<file path="src/rtl/mem_access_ctrl_pkg.sv">
// Shared MEM-stage definitions: controller states, write-back select codes
// and the MEM/WB bubble value.
package mem_access_ctrl_pkg;

  typedef enum logic [1:0] {
    ST_IDLE = 2'd0,
    ST_BUSY = 2'd1,
    ST_DONE = 2'd2
  } state_t;

  localparam logic [1:0] MTR_ALU = 2'b00;
  localparam logic [1:0] MTR_MEM = 2'b01;
  localparam logic [1:0] MTR_PC4 = 2'b10;

  typedef struct packed {
    logic [31:0] pc;
    logic        regwrite;
    logic [1:0]  memtoreg;
    logic [31:0] aluout;
    logic [31:0] memdata;
    logic [4:0]  regwraddr;
  } wb_fields_t;

  localparam wb_fields_t WB_BUBBLE = '{
    pc:        '0,
    regwrite:  1'b0,
    memtoreg:  MTR_ALU,
    aluout:    '0,
    memdata:   '0,
    regwraddr: '0
  };

endpackage

</file>
<file path="src/rtl/mem_wb_reg.sv">
// MEM/WB pipeline register; a bubble loads an all-zero, non-writing entry.
module mem_wb_reg
  import mem_access_ctrl_pkg::*;
(
  input  logic       clk,
  input  logic       reset,
  input  logic       bubble,
  input  wb_fields_t d,
  output wb_fields_t q
);

  always_ff @(posedge clk or posedge reset) begin
    if (reset)       q <= WB_BUBBLE;
    else if (bubble) q <= WB_BUBBLE;
    else             q <= d;
  end

endmodule

</file>
<file path="src/rtl/mem_access_ctrl.sv">
// MEM-stage data-memory access controller: word-aligned req/ack bus access
// with stall, timeout and misalignment detection, feeding the MEM/WB register.
module mem_access_ctrl
  import mem_access_ctrl_pkg::*;
#(
  parameter int TIMEOUT = 16
) (
  input  logic        clk,
  input  logic        reset,
  input  logic [31:0] mem_pc,
  input  logic        mem_regwrite,
  input  logic        mem_memread,
  input  logic        mem_memwrite,
  input  logic [1:0]  mem_memtoreg,
  input  logic [31:0] mem_aluout,
  input  logic [31:0] mem_rtdata,
  input  logic [4:0]  mem_regwraddr,
  output logic        bus_req,
  output logic        bus_we,
  output logic [31:0] bus_addr,
  output logic [31:0] bus_wdata,
  input  logic        bus_ack,
  input  logic [31:0] bus_rdata,
  output logic        stall,
  output logic [31:0] wb_pc,
  output logic [31:0] wb_aluout,
  output logic [31:0] wb_memdata,
  output logic        wb_regwrite,
  output logic [1:0]  wb_memtoreg,
  output logic [4:0]  wb_regwraddr,
  output logic        misalign_fault,
  output logic        timeout_fault,
  output logic [31:0] fault_pc
);

  localparam int CW = $clog2(TIMEOUT + 1);
  localparam logic [CW-1:0] CNT_LAST = CW'(TIMEOUT - 1);

  state_t      state, state_next;
  logic [CW-1:0] cnt;
  logic [31:0] rdata_q;
  logic        killed;
  logic        access, aligned, is_read;
  logic        wb_bubble;
  wb_fields_t  wb_d, wb_q;

  assign access  = mem_memread | mem_memwrite;
  assign aligned = (mem_aluout[1:0] == 2'b00);
  assign is_read = mem_memread;

  always_ff @(posedge clk or posedge reset) begin
    if (reset) state <= ST_IDLE;
    else       state <= state_next;
  end

  always_comb begin
    state_next = state;
    case (state)
      ST_IDLE: if (access && aligned) state_next = ST_BUSY;
      ST_BUSY: if (bus_ack || cnt == CNT_LAST) state_next = ST_DONE;
      ST_DONE: state_next = ST_IDLE;
      default: state_next = ST_IDLE;
    endcase
  end

  // stall is held low during reset so an abandoned access never freezes the pipe
  always_comb begin
    stall     = 1'b0;
    wb_bubble = 1'b0;
    case (state)
      ST_IDLE: begin
        if (access && aligned) stall     = 1'b1;
        else if (access)       wb_bubble = 1'b1;
      end
      ST_BUSY: stall = 1'b1;
      default: ;
    endcase
    if (reset) stall = 1'b0;
    wb_bubble = wb_bubble | stall;

    wb_d           = WB_BUBBLE;
    wb_d.pc        = mem_pc;
    wb_d.regwrite  = mem_regwrite & ~((state == ST_DONE) & killed);
    wb_d.memtoreg  = mem_memtoreg;
    wb_d.aluout    = mem_aluout;
    wb_d.regwraddr = mem_regwraddr;
    if (state == ST_DONE && is_read && !killed) wb_d.memdata = rdata_q;
  end

  always_ff @(posedge clk or posedge reset) begin
    if (reset) begin
      bus_req        <= 1'b0;
      bus_we         <= 1'b0;
      bus_addr       <= '0;
      bus_wdata      <= '0;
      cnt            <= '0;
      rdata_q        <= '0;
      killed         <= 1'b0;
      misalign_fault <= 1'b0;
      timeout_fault  <= 1'b0;
      fault_pc       <= '0;
    end else begin
      misalign_fault <= 1'b0;
      timeout_fault  <= 1'b0;
      case (state)
        ST_IDLE: begin
          if (access && aligned) begin
            bus_req   <= 1'b1;
            bus_we    <= mem_memwrite & ~mem_memread;
            bus_addr  <= {mem_aluout[31:2], 2'b00};
            bus_wdata <= mem_rtdata;
            cnt       <= '0;
            killed    <= 1'b0;
          end else if (access) begin
            misalign_fault <= 1'b1;
            fault_pc       <= mem_pc;
          end
        end
        ST_BUSY: begin
          if (bus_ack) begin
            if (!bus_we) rdata_q <= bus_rdata;
            bus_req <= 1'b0;
          end else if (cnt == CNT_LAST) begin
            bus_req       <= 1'b0;
            timeout_fault <= 1'b1;
            fault_pc      <= mem_pc;
            killed        <= 1'b1;
          end else begin
            cnt <= cnt + CW'(1);
          end
        end
        default: ;
      endcase
    end
  end

  mem_wb_reg u_mem_wb_reg (
    .clk    (clk),
    .reset  (reset),
    .bubble (wb_bubble),
    .d      (wb_d),
    .q      (wb_q)
  );

  assign wb_pc        = wb_q.pc;
  assign wb_aluout    = wb_q.aluout;
  assign wb_memdata   = wb_q.memdata;
  assign wb_regwrite  = wb_q.regwrite;
  assign wb_memtoreg  = wb_q.memtoreg;
  assign wb_regwraddr = wb_q.regwraddr;

endmodule

</file>
<file path="config.mk">
export PLATFORM = sky130hd
export DESIGN_NAME = mem_access_ctrl
export DESIGN_NICKNAME = d
export VERILOG_FILES = /design/src/rtl/mem_access_ctrl_pkg.sv /design/src/rtl/mem_wb_reg.sv /design/src/rtl/mem_access_ctrl.sv
export SDC_FILE = /design/constraint.sdc
export NUM_CORES = 1
export LEC_CHECK = 0
export CORE_UTILIZATION = 35
export CTS_CLUSTER_SIZE = 40
export DETAILED_ROUTE_END_ITERATION = 10
export PLACE_DENSITY = 0.7
export SYNTH_ARGS = -nofsm -noshare
export SYNTH_HDL_FRONTEND = slang
export SYNTH_SLANG_ARGS = --single-unit
</file>
<file path="constraint.sdc">
create_clock -name clk -period 19 [get_ports clk]
set_input_delay 1.9 -clock clk [delete_from_list [all_inputs] [get_ports clk]]
set_output_delay 1.9 -clock clk [all_outputs]
set_load 0.01 [all_outputs]
</file>
# Yosys cells after proc, flatten, opt, wreduce, memory -nomap -nowiden
# Index checks and enable logic that the tools add are counted.
dict set report classes {
  addsub 1
  n_reduce_logical 15
  n_mux 31
  eq_ne 11
  n_bitwise 8
}
# operator n
set op_table {}
lappend op_table {{32-bit two-way mux} 5}
lappend op_table {{104-bit two-way mux} 1}
lappend op_table {{32-bit one-hot mux with 2 select lines} 1}
lappend op_table {{5-bit two-way mux} 3}
lappend op_table {{1-bit two-way mux} 14}
lappend op_table {{2-bit inequality test (second input constant)} 7}
lappend op_table {{5-bit one-hot mux with 2 select lines} 1}
lappend op_table {{4-bit AND reduction} 2}
lappend op_table {{1-bit one-hot mux with 2 select lines} 3}
lappend op_table {{3-bit AND reduction} 2}
lappend op_table {{5-bit by 1-bit adder with 5-bit output (second input constant)} 1}
lappend op_table {{5-bit by 4-bit == test with 1-bit output (second input constant)} 1}
lappend op_table {{5-bit AND reduction} 1}
lappend op_table {{2-bit logical NOT} 2}
lappend op_table {{2-bit two-way mux} 2}
lappend op_table {{2-bit one-hot mux with 2 select lines} 1}
lappend op_table {{2-bit AND reduction} 2}
lappend op_table {{1-bit AND} 3}
lappend op_table {{1-bit logical AND} 3}
lappend op_table {{3-bit inequality test (second input constant)} 1}
lappend op_table {{1-bit inverter} 3}
lappend op_table {{2-bit by 1-bit == test with 1-bit output (second input constant)} 1}
lappend op_table {{2-bit == test (second input constant)} 1}
lappend op_table {{1-bit OR} 2}
lappend op_table {{3 further kinds} 3}
dict set report word_totals {
  input_bits 141
  regBits 242
}

# Longest topological paths before layout
# Gate-level depths: netlist of run 1.
dict set report depth {
  ltp_word 7
  mapped_depth 7
  mapped_depth_nobuf 6
}

# By module
# From an unflattened synthesis of run 1, not the netlist that was laid out.
dict set report unflattened {
  hier_cells 585
  hier_area_um2 8867.3
}
# mod seq_area_each_um2 cells_each area_each_um2 n_inst
set modules_own_cells {}
lappend modules_own_cells {mem_access_ctrl 3453.3 365 5537.8 1}
lappend modules_own_cells {mem_wb_reg 2602.5 220 3329.4 1}

# Worst setup path before layout of run 1
# OpenSTA, ideal clock, no wires.
dict set report synth_path {
  kind {input to output}
  from {in mem_aluout[1]}
  to {out stall}
  path_stages 3
  path_slack_ns 14.726
  t_arrival_ns 2.374
  cell_sequence {or2_1 > nor2_1 > o21a_1}
}
dict set report synth_via {
  elab_chain_len 5
}
# item line_no
set synth_rtl {}
lappend synth_rtl {{from (decl)} mem_access_ctrl.sv:15} ;# input logic [31:0] mem_aluout,
lappend synth_rtl {{2-bit logical NOT} mem_access_ctrl.sv:48} ;# assign aligned = (mem_aluout[1:0] == 2'b00);
lappend synth_rtl {{1-bit logical AND} mem_access_ctrl.sv:72} ;# if (access && aligned) stall = 1'b1;
lappend synth_rtl {{1-bit two-way mux} mem_access_ctrl.sv:72}
lappend synth_rtl {{1-bit one-hot mux with 2 select lines} mem_access_ctrl.sv:70} ;# case (state)
lappend synth_rtl {{1-bit two-way mux} mem_access_ctrl.sv:78} ;# if (reset) stall = 1'b0;
lappend synth_rtl {{to (decl)} mem_access_ctrl.sv:24} ;# output logic stall,
# No other way between the ends.

# Final worst setup path of run 1
# Ends and elaborated chain as after synthesis.

==> impl_metrics.env, run 1 <==
export IMPL_status="completed"
export IMPL_dieHeight_um=160
export IMPL_drt_iter0_markers=255
export IMPL_start_util_pct=35.8
export IMPL_min_period_ps=5260
export IMPL_die_area_sq_mm=0.0257
export IMPL_drive_gt1_share_pct=20.0
export IMPL_cts_hold_fix_buffers=0
export IMPL_cts_sinks=242
export IMPL_rows=57
export IMPL_drtAntennaViolNets=0
export IMPL_reg2regPathDepth=4
export IMPL_grt_total_usage_pct=17.0
export IMPL_avgRoutedWirePerCell_um=17.4
export IMPL_worstMarginPinSlew_ps=1090
export IMPL_fin_crit_sh_pct=27.7
export IMPL_numPortBuffers=343
export IMPL_async_flop_share_pct=100
export IMPL_irDropWorstVdd_v=0.0000670
export IMPL_cts_inserted_buffers=27
export IMPL_overflow=0
export IMPL_grt_start_max_net_pins=83
export IMPL_area_delta_synth_final_pct=53.4
export IMPL_diodes=0
export IMPL_cts_tree="yes"
export IMPL_synth_cells=547
export IMPL_ys_seq_area_share_pct=69.1
export IMPL_cts_htree_levels=1
export IMPL_num_io_pins=346
export IMPL_ys_types=36
export IMPL_clk_pin_slew_ps=60
export IMPL_drc=0
export IMPL_syn_area_per_cell_sq_um=16.0
export IMPL_cts_path_max_buffers=3
export IMPL_cts_resized=0
export IMPL_max_freq_mhz=190
export IMPL_critPathLaunchType="input pin"
export IMPL_holdPathEnd="u_mem_wb_reg.q[5]"
export IMPL_first_pass_iters=4
export IMPL_setup_violations=0
export IMPL_hold_path_class="reg2reg"
export IMPL_vias=5532
export IMPL_finalHoldViolations=0
export IMPL_antenna_found_initial=1
export IMPL_final_nets=1042
export IMPL_postSynthRegisterBits=242
export IMPL_wirelength_mm=21.7
export IMPL_hold_depth=1
export IMPL_ys_warn_count=0
export IMPL_critPathCaptureType="output pin"
export IMPL_worstPathArrival_ps=3360
export IMPL_gp_routability_congestion=0.780
export IMPL_n_fill_cell=1991
export IMPL_detailed_place_hpwl_mm=15.1
export IMPL_slew_headroom_pct=27.4
export IMPL_setup_tns_ps=0
export IMPL_synth_ff_type="dfrtp_1"
export IMPL_multi_input_area_sq_mm=0.00257
export IMPL_drv_cap=0
export IMPL_drv_slew=0
export IMPL_hold_start="rdata_q[0]"
export IMPL_die_width_um=160
export IMPL_worstPathMaxFanout=4
export IMPL_skew_ps=13.1
export IMPL_synth_edff_count=0
export IMPL_rrSetupSlack_ps=16430
export IMPL_post_drt_via_cell_ratio=4.45
export IMPL_clk_latency_ps=520
export IMPL_r2r_start="state[0]"
export IMPL_ff_latch_area_sq_mm=0.00606
export IMPL_rsz0062_at_grt="no"
export IMPL_power_leakage_uw=0.00589
export IMPL_coreArea_sq_mm=0.0245
export IMPL_power_density_mw_per_mm2=126
export IMPL_hold_slack_ps=470
export IMPL_clockRootBuffer="clkbuf_16"
export IMPL_synth_area_sq_mm=0.00876
export IMPL_cts_setup_buffers=0
export IMPL_grt_pass1_wl_mm=34.3
export IMPL_required_ps=17100
export IMPL_first_global_vias=5882
export IMPL_timing_rr_end="bus_addr[29]"
export IMPL_critPathKind="in2out"
## layout make-up
type | instances | share of cell area [%]
Sequential cell | 242 | 45.1
Clock inverter | 7 | 0.680
Tap cell | 324 | 3.02
Clock buffer | 42 | 6.12
Inverter | 4 | 0.168
Timing Repair Buffer | 349 | 25.9
Multi-Input combinational cell | 275 | 19.1
## placed cells by master, fill, tap and decap left out, drive strengths merged, types with 2 or more instances in the layout
cell type      instances
and2                  32
clkbuf                42
clkdlybuf4s50        343
ha                     2
bufinv                 2
o21bai                 2
o21a                   3
mux2                 127
or2                    2
nor2                   7
clkinv                 3
mux2i                  2
a21oi                  3
conb                   2
inv                    5
nor2b                 73
dfrtp                242
nand2                  3
buf                    6
## power by group
group          total (uW)  internal (uW)  switching, uW
Sequential            705            645           60.0
Combinational         465            292            172
Clock                 524            323            201
Total                1690           1260            434
## per-layer routing
| metal | global-route usage [%] | routed length (um) |
|---|---|---|
| met5 | 0 | 0 |
| met4 | 5.15 | 656 |
| met3 | 6.03 | 1890 |
| met2 | 28.4 | 10600 |
| met1 | 20.7 | 8510 |
## worst max-delay path by stage
stage / start / endpoint / slack [ps] / depth (start not counted)
after floorplan: reset / bus_addr[10] / 10460 / 1
after global placement: mem_aluout[1] / stall / 13740 / 5
after detailed placement: mem_aluout[1] / stall / 13750 / 5
after CTS: mem_aluout[1] / stall / 13740 / 5
after global routing: mem_aluout[1] / stall / 13680 / 5
final: mem_aluout[1] / stall / 13740 / 5
## through the flow
step                cells  worst slack [ps]  util (%)  area [sq um]  total power [uW]
global placement     1194             13740      51.2         12500              1180
finish               1243             13740      54.9         13400              1690
global route         1243             13680      54.9         13400              1780
floorplan             548             10460         -          8770               917
CTS                  1243             13740      54.9         13400              1720
detailed placement   1194             13750      51.2         12500              1190
## flip-flops by register name, summed over array words and instances, names as in the netlist
| register | flops |
|---|---|
| bus_addr | 30 |
| bus_wdata | 32 |
| bus_we | 1 |
| cnt | 5 |
| u_mem_wb_reg.q | 104 |
| state | 2 |
| fault_pc | 32 |
| misalign_fault | 1 |
| rdata_q | 32 |
| bus_req | 1 |
| timeout_fault | 1 |
| killed | 1 |
## cells by family after synthesis
family | Yosys count | synth area share [%]
muxes | 129 | 18.1
buffers and inverters | 31 | 2.13
and+or+nand+nor | 128 | 9.15
AOI/OAI and AO/OA | 14 | 1.17
other | 1 | 0.0428
adders and majority gates | 2 | 0.285
DFF | 242 | 69.1
## synth_stat cells (all sizes together) (2+ instances only)
master | n | area [sq um]
a21oi | 3 | 15.0
and2 | 32 | 200
buf | 16 | 130
clkbuf | 11 | 41.3
dfrtp | 242 | 6060
ha | 2 | 25.0
inv | 4 | 15.0
mux2 | 127 | 1570
mux2i | 2 | 20.0
nand2 | 3 | 11.3
nor2 | 7 | 26.3
nor2b | 73 | 457
o21a | 3 | 22.5
o21bai | 2 | 15.0
or2 | 2 | 12.5
## worst max-delay path, stage by stage
cell and delay (ps):
clkdlybuf4s50_1 440, or2_1 280, nor2_1 100, o21a_1 110
clkdlybuf4s50_1 530
Note: power is estimated with default switching activity, not from simulation.
==> run 2: changes to the inputs <==
- clock period: 19 -> 5.15 ns (I/O delays scaled with it)
==> impl_metrics.env, run 2 (synthesis gave the netlist of run 1 again) <==
export IMPL_die_area_sq_mm=0.0257
export IMPL_status="completed"
export IMPL_timing_rr_end="bus_addr[25]"
export IMPL_hold_path_class="reg2reg"
export IMPL_diodes=0
export IMPL_clkPwrFrac_pct=29.5
export IMPL_layout_commonest_cell="clkdlybuf4s50_1"
export IMPL_r2r_start="state[0]"
export IMPL_worstPathMaxFanout=4
export IMPL_holdPathEnd="u_mem_wb_reg.q[7]"
export IMPL_final_nets=1043
export IMPL_critPathCaptureType="output pin"
export IMPL_overflow=0
export IMPL_cts_setup_buffers=0
export IMPL_irDropWorstVdd_v=0.000264
export IMPL_drt_iter0_markers=215
export IMPL_fin_total_pwr_uw=6130
export IMPL_die_width_um=160
export IMPL_rrSetupSlack_ps=2660
export IMPL_wirelength_mm=21.9
export IMPL_hold_depth=1
export IMPL_drtAntennaViolNets=0
export IMPL_finalHoldViolations=0
export IMPL_rows=57
export IMPL_grt_start_max_net_pins=150
export IMPL_sw_frac_of_total_pct=26.3
export IMPL_clockRootBuffer="clkbuf_16"
export IMPL_numPortBuffers=343
export IMPL_worstMarginPinSlew_ps=1060
export IMPL_worstPathArrival_ps=2010
export IMPL_critPathKind="in2out"
export IMPL_grt_pass1_wl_mm=34.3
export IMPL_cts_tree="yes"
export IMPL_drc=0
export IMPL_num_io_pins=346
export IMPL_min_period_ps=2530
export IMPL_cts_htree_levels=1
export IMPL_required_ps=4640
export IMPL_power_density_mw_per_mm2=458
export IMPL_slew_headroom_pct=29.3
export IMPL_p_seq_share_pct=42.5
export IMPL_power_frac_comb_pct=28.0
export IMPL_cts_resized=0
export IMPL_cts_sinks=242
export IMPL_drv_cap=0
export IMPL_coreArea_sq_mm=0.0245
export IMPL_drive_gt1_share_pct=19.8
export IMPL_post_drt_via_cell_ratio=4.48
export IMPL_cts_inserted_buffers=27
export IMPL_area_delta_synth_final_pct=52.7
export IMPL_regMostFlops="u_mem_wb_reg.q"
export IMPL_dieHeight_um=160
export IMPL_clk_pin_slew_ps=60
export IMPL_fin_crit_sh_pct=49.1
export IMPL_cts_hold_fix_buffers=0
export IMPL_switching_power_uw=1610
export IMPL_first_global_vias=5807
export IMPL_start_util_pct=35.8
export IMPL_skew_ps=6.68
export IMPL_cts_path_max_buffers=3
export IMPL_setup_tns_ps=0
export IMPL_crit_start="mem_aluout[1]"
export IMPL_gp_routability_congestion=0.796
export IMPL_first_pass_iters=4
export IMPL_largest_reg_flops=104
export IMPL_intPower_uw=4520
export IMPL_max_freq_mhz=396
export IMPL_clk_latency_ps=520
export IMPL_avgRoutedWirePerCell_um=17.6
export IMPL_final_cell_mix="clkdlybuf4s50_1, dfrtp_1, mux2_2, nor2b_1, mux2_4"
export IMPL_power_leakage_uw=0.00586
export IMPL_drv_slew=0
export IMPL_reg2regPathDepth=4
export IMPL_vias=5560
export IMPL_rsz0062_at_grt="no"
export IMPL_critPathLaunchType="input pin"
export IMPL_hold_start="rdata_q[2]"
export IMPL_setup_violations=0
export IMPL_detailed_place_hpwl_mm=15.3
export IMPL_grt_total_usage_pct=17.1
export IMPL_antenna_found_initial=0
-- run 2: worst max path at each step --
stage | endpoint | slack (ps) | cells past startpoint
floorplan | bus_addr[10] | 1460 | 1
global placement | bus_addr[30] | 2260 | 5
detailed placement | bus_addr[22] | 2220 | 5
CTS | bus_addr[22] | 2600 | 4
global route | bus_addr[22] | 2460 | 4
finish | stall | 2620 | 5
-- run 2: through the flow --
stage / utilization [%] / cells / instance area, sq um / worst slack [ps] / hold WS (ps)
finish: 54.7 / 1242 / 13400 / 2620 / 470
global route: 54.7 / 1242 / 13400 / 2460 / 489
CTS: 54.7 / 1242 / 13400 / 2600 / 473
detailed placement: 51.3 / 1195 / 12500 / 2220 / 462
global placement: 51.3 / 1195 / 12500 / 2260 / 455
floorplan: - / 548 / 8770 / 1460 / 445
-- run 2: power by group through the flow --
| stage | Sequential (uW) | Clock (uW) | Combinational (uW) |
|---|---|---|---|
| floorplan | 2770 | 0 | 614 |
| global placement | 2620 | 0 | 1710 |
| detailed placement | 2640 | 0 | 1740 |
| CTS | 2610 | 1870 | 1750 |
| global route | 2670 | 1940 | 1830 |
| finish | 2610 | 1810 | 1720 |
-- run 2: final cells by class --
| class | count | area, sq um |
|---|---|---|
| clock buffers | 41 | 798 |
| clock inverters | 6 | 37.5 |
| fillers | 1981 | 11100 |
| inverters | 4 | 18.8 |
| multi-input cells | 275 | 2570 |
| flip-flops and latches | 242 | 6060 |
| well taps | 324 | 405 |
| repair buffers | 350 | 3500 |
-- run 2: routing by layer --
metal / GRT usage (%) / wire (um) / vias up
li1: - / - / 2541
met1: 20.4 / 8500 / 2758
met2: 29.3 / 10800 / 219
met3: 5.95 / 1890 / 42
met4: 4.94 / 630 / 0
met5: 0 / 0 / -
-- run 2: worst max-delay path, stage by stage --
cell	delay (ps)
clkdlybuf4s50_1	450
or2_1	280
nor2_1	110
o21a_1	110
clkdlybuf4s50_1	550
==> run 3: changes to the inputs <==
- clock period: 5.15 -> 2.4 ns (I/O delays scaled with it)
==> impl_metrics.env, run 3 (synthesis gave the netlist of run 1 again) <==
export IMPL_status="completed"
export IMPL_drive_gt1_share_pct=21.0
export IMPL_drc=0
export IMPL_drv_slew=0
export IMPL_dieHeight_um=160
export IMPL_num_io_pins=346
export IMPL_post_drt_via_cell_ratio=4.44
export IMPL_detailed_place_hpwl_mm=15.8
export IMPL_first_global_vias=5963
export IMPL_max_freq_mhz=457
export IMPL_hold_path_class="in2reg"
export IMPL_post_dp_cell_area_sq_mm=0.0128
export IMPL_max_stage_delay_ps=580
export IMPL_start_util_pct=35.8
export IMPL_cp_num_buf_inv=0
export IMPL_grt_pass1_wl_mm=34.6
export IMPL_crit_family="simple AND/OR/NAND/NOR gates"
export IMPL_drt_iter0_markers=214
export IMPL_layout_commonest_cell="clkdlybuf4s50_1"
export IMPL_wirelength_mm=22.0
export IMPL_cts_htree_levels=1
export IMPL_coreArea_sq_mm=0.0245
export IMPL_worstPathArrival_ps=2550
export IMPL_diodes=0
export IMPL_utilization_pct=56.0
export IMPL_gp_routability_congestion=0.803
export IMPL_worstPathCellList="ha_1 -> and3_1 -> ha_1 -> or4b_1 -> o31ai_1 -> a31oi_1"
export IMPL_die_area_sq_mm=0.0257
export IMPL_worstPathMaxFanout=5
export IMPL_die_width_um=160
export IMPL_numPortBuffers=343
export IMPL_grt_total_usage_pct=17.2
export IMPL_worstMarginPinSlew_ps=730
export IMPL_multi_input_area_sq_mm=0.00257
export IMPL_place_inst=1208
export IMPL_final_nets=1056
export IMPL_rows=57
export IMPL_clkPwrFrac_pct=30.9
export IMPL_power_density_mw_per_mm2=988
export IMPL_power_frac_comb_pct=27.9
export IMPL_cts_tree="yes"
export IMPL_final_cell_count_no_fill=1257
export IMPL_ff_latch_area_sq_mm=0.00606
export IMPL_area_delta_synth_final_pct=56.4
export IMPL_n_fill_cell=1982
export IMPL_vias=5579
export IMPL_fin_crit_sh_pct=91.1
export IMPL_first_pass_iters=4
export IMPL_slew_headroom_pct=51.2
export IMPL_intPower_uw=10100
export IMPL_required_ps=2760
export IMPL_critPathKind="reg2reg"
export IMPL_cts_inserted_buffers=27
export IMPL_skew_ps=10.5
export IMPL_irDropWorstVdd_v=0.000562
export IMPL_crit_top_cell="ha_1"
export IMPL_cts_resized=0
export IMPL_drv_cap=0
export IMPL_design_area_sq_mm=0.0137
export IMPL_drtAntennaViolNets=0
export IMPL_cts_sinks=242
export IMPL_clockRootBuffer="clkbuf_16"
export IMPL_grt_start_max_net_pins=73
export IMPL_switching_power_uw=3480
export IMPL_final_cell_mix="clkdlybuf4s50_1, dfrtp_1, mux2_2, nor2b_1, mux2_4"
export IMPL_largest_reg_flops=104
export IMPL_min_period_ps=2190
export IMPL_slowest_stage="or4b_1"
export IMPL_rsz0062_at_grt="no"
export IMPL_antenna_found_initial=0
export IMPL_critPathLaunchType="flop"
export IMPL_cts_setup_buffers=0
export IMPL_clk_latency_ps=520
export IMPL_sw_frac_of_total_pct=25.7
export IMPL_overflow=0
export IMPL_power_leakage_uw=0.00600
export IMPL_regMostFlops="u_mem_wb_reg.q"
export IMPL_cts_path_max_buffers=3
export IMPL_finalHoldViolations=0
export IMPL_critPathCaptureType="flop"
export IMPL_setup_violations=0
export IMPL_clk_pin_slew_ps=60
export IMPL_avgRoutedWirePerCell_um=17.5
export IMPL_cts_hold_fix_buffers=0
export IMPL_p_seq_share_pct=41.3
run 3: changes by cell type in the layout (fill, tap and decap cells not counted), sizes merged:
cell	change
bufinv	+3
clkinvlp	+1
clkinv	-1
buf	+13
inv	-1
run 3: power by group through the flow:
stage	logic, uW	registers (uW)	clock network, uW
2_1_floorplan	1320	5940	0
3_3_place_gp	3760	5640	0
3_5_place_dp	3820	5670	0
4_1_cts	3840	5610	4320
5_1_grt	4010	5730	4460
6_report	3770	5590	4180
run 3: worst min-delay path: cells and delay by family:
kind          cells  cell delay (ps)
buf+inv           1              390
simple gates      2               80
run 3: metrics by stage:
stage,total power (uW),TNS (ps),hold slack [ps],setup slack [ps]
floorplan,7260,-245820,348,-1020
CTS,13800,0,216,195
global route,14200,0,255,116
detailed placement,9490,0,461,239
finish,13500,0,241,213
global placement,9400,0,455,300
run 3: final cells by class:
cell class | instances | area share (%)
multi-input cells | 275 | 18.7
well taps | 324 | 2.96
inverters | 4 | 0.137
flip-flops and latches | 242 | 44.2
repair buffers | 363 | 27.3
clock buffers | 41 | 5.75
clock inverters | 8 | 0.940
run 3: per-layer routing:
layer | up-vias | routed length [um] | global-route usage, %
li1 | 2553 | - | -
met1 | 2783 | 8610 | 20.3
met2 | 208 | 11200 | 30.2
met3 | 35 | 1730 | 5.61
met4 | 0 | 517 | 4.24
met5 | - | 0 | 0.189
run 3: path summary, 6_finish.rpt:
kind	start	to	slack (ps)	cells past startpoint
max	cnt[0]	cnt[3]	210	6
min	mem_regwrite	u_mem_wb_reg.q[71]	240	3
max reg2reg	cnt[0]	cnt[3]	210	6
min reg2reg	rdata_q[11]	u_mem_wb_reg.q[16]	470	1
max in group asynchronous	reset	rdata_q[5]	1440	3
min in group asynchronous	reset	bus_addr[6]	320	2
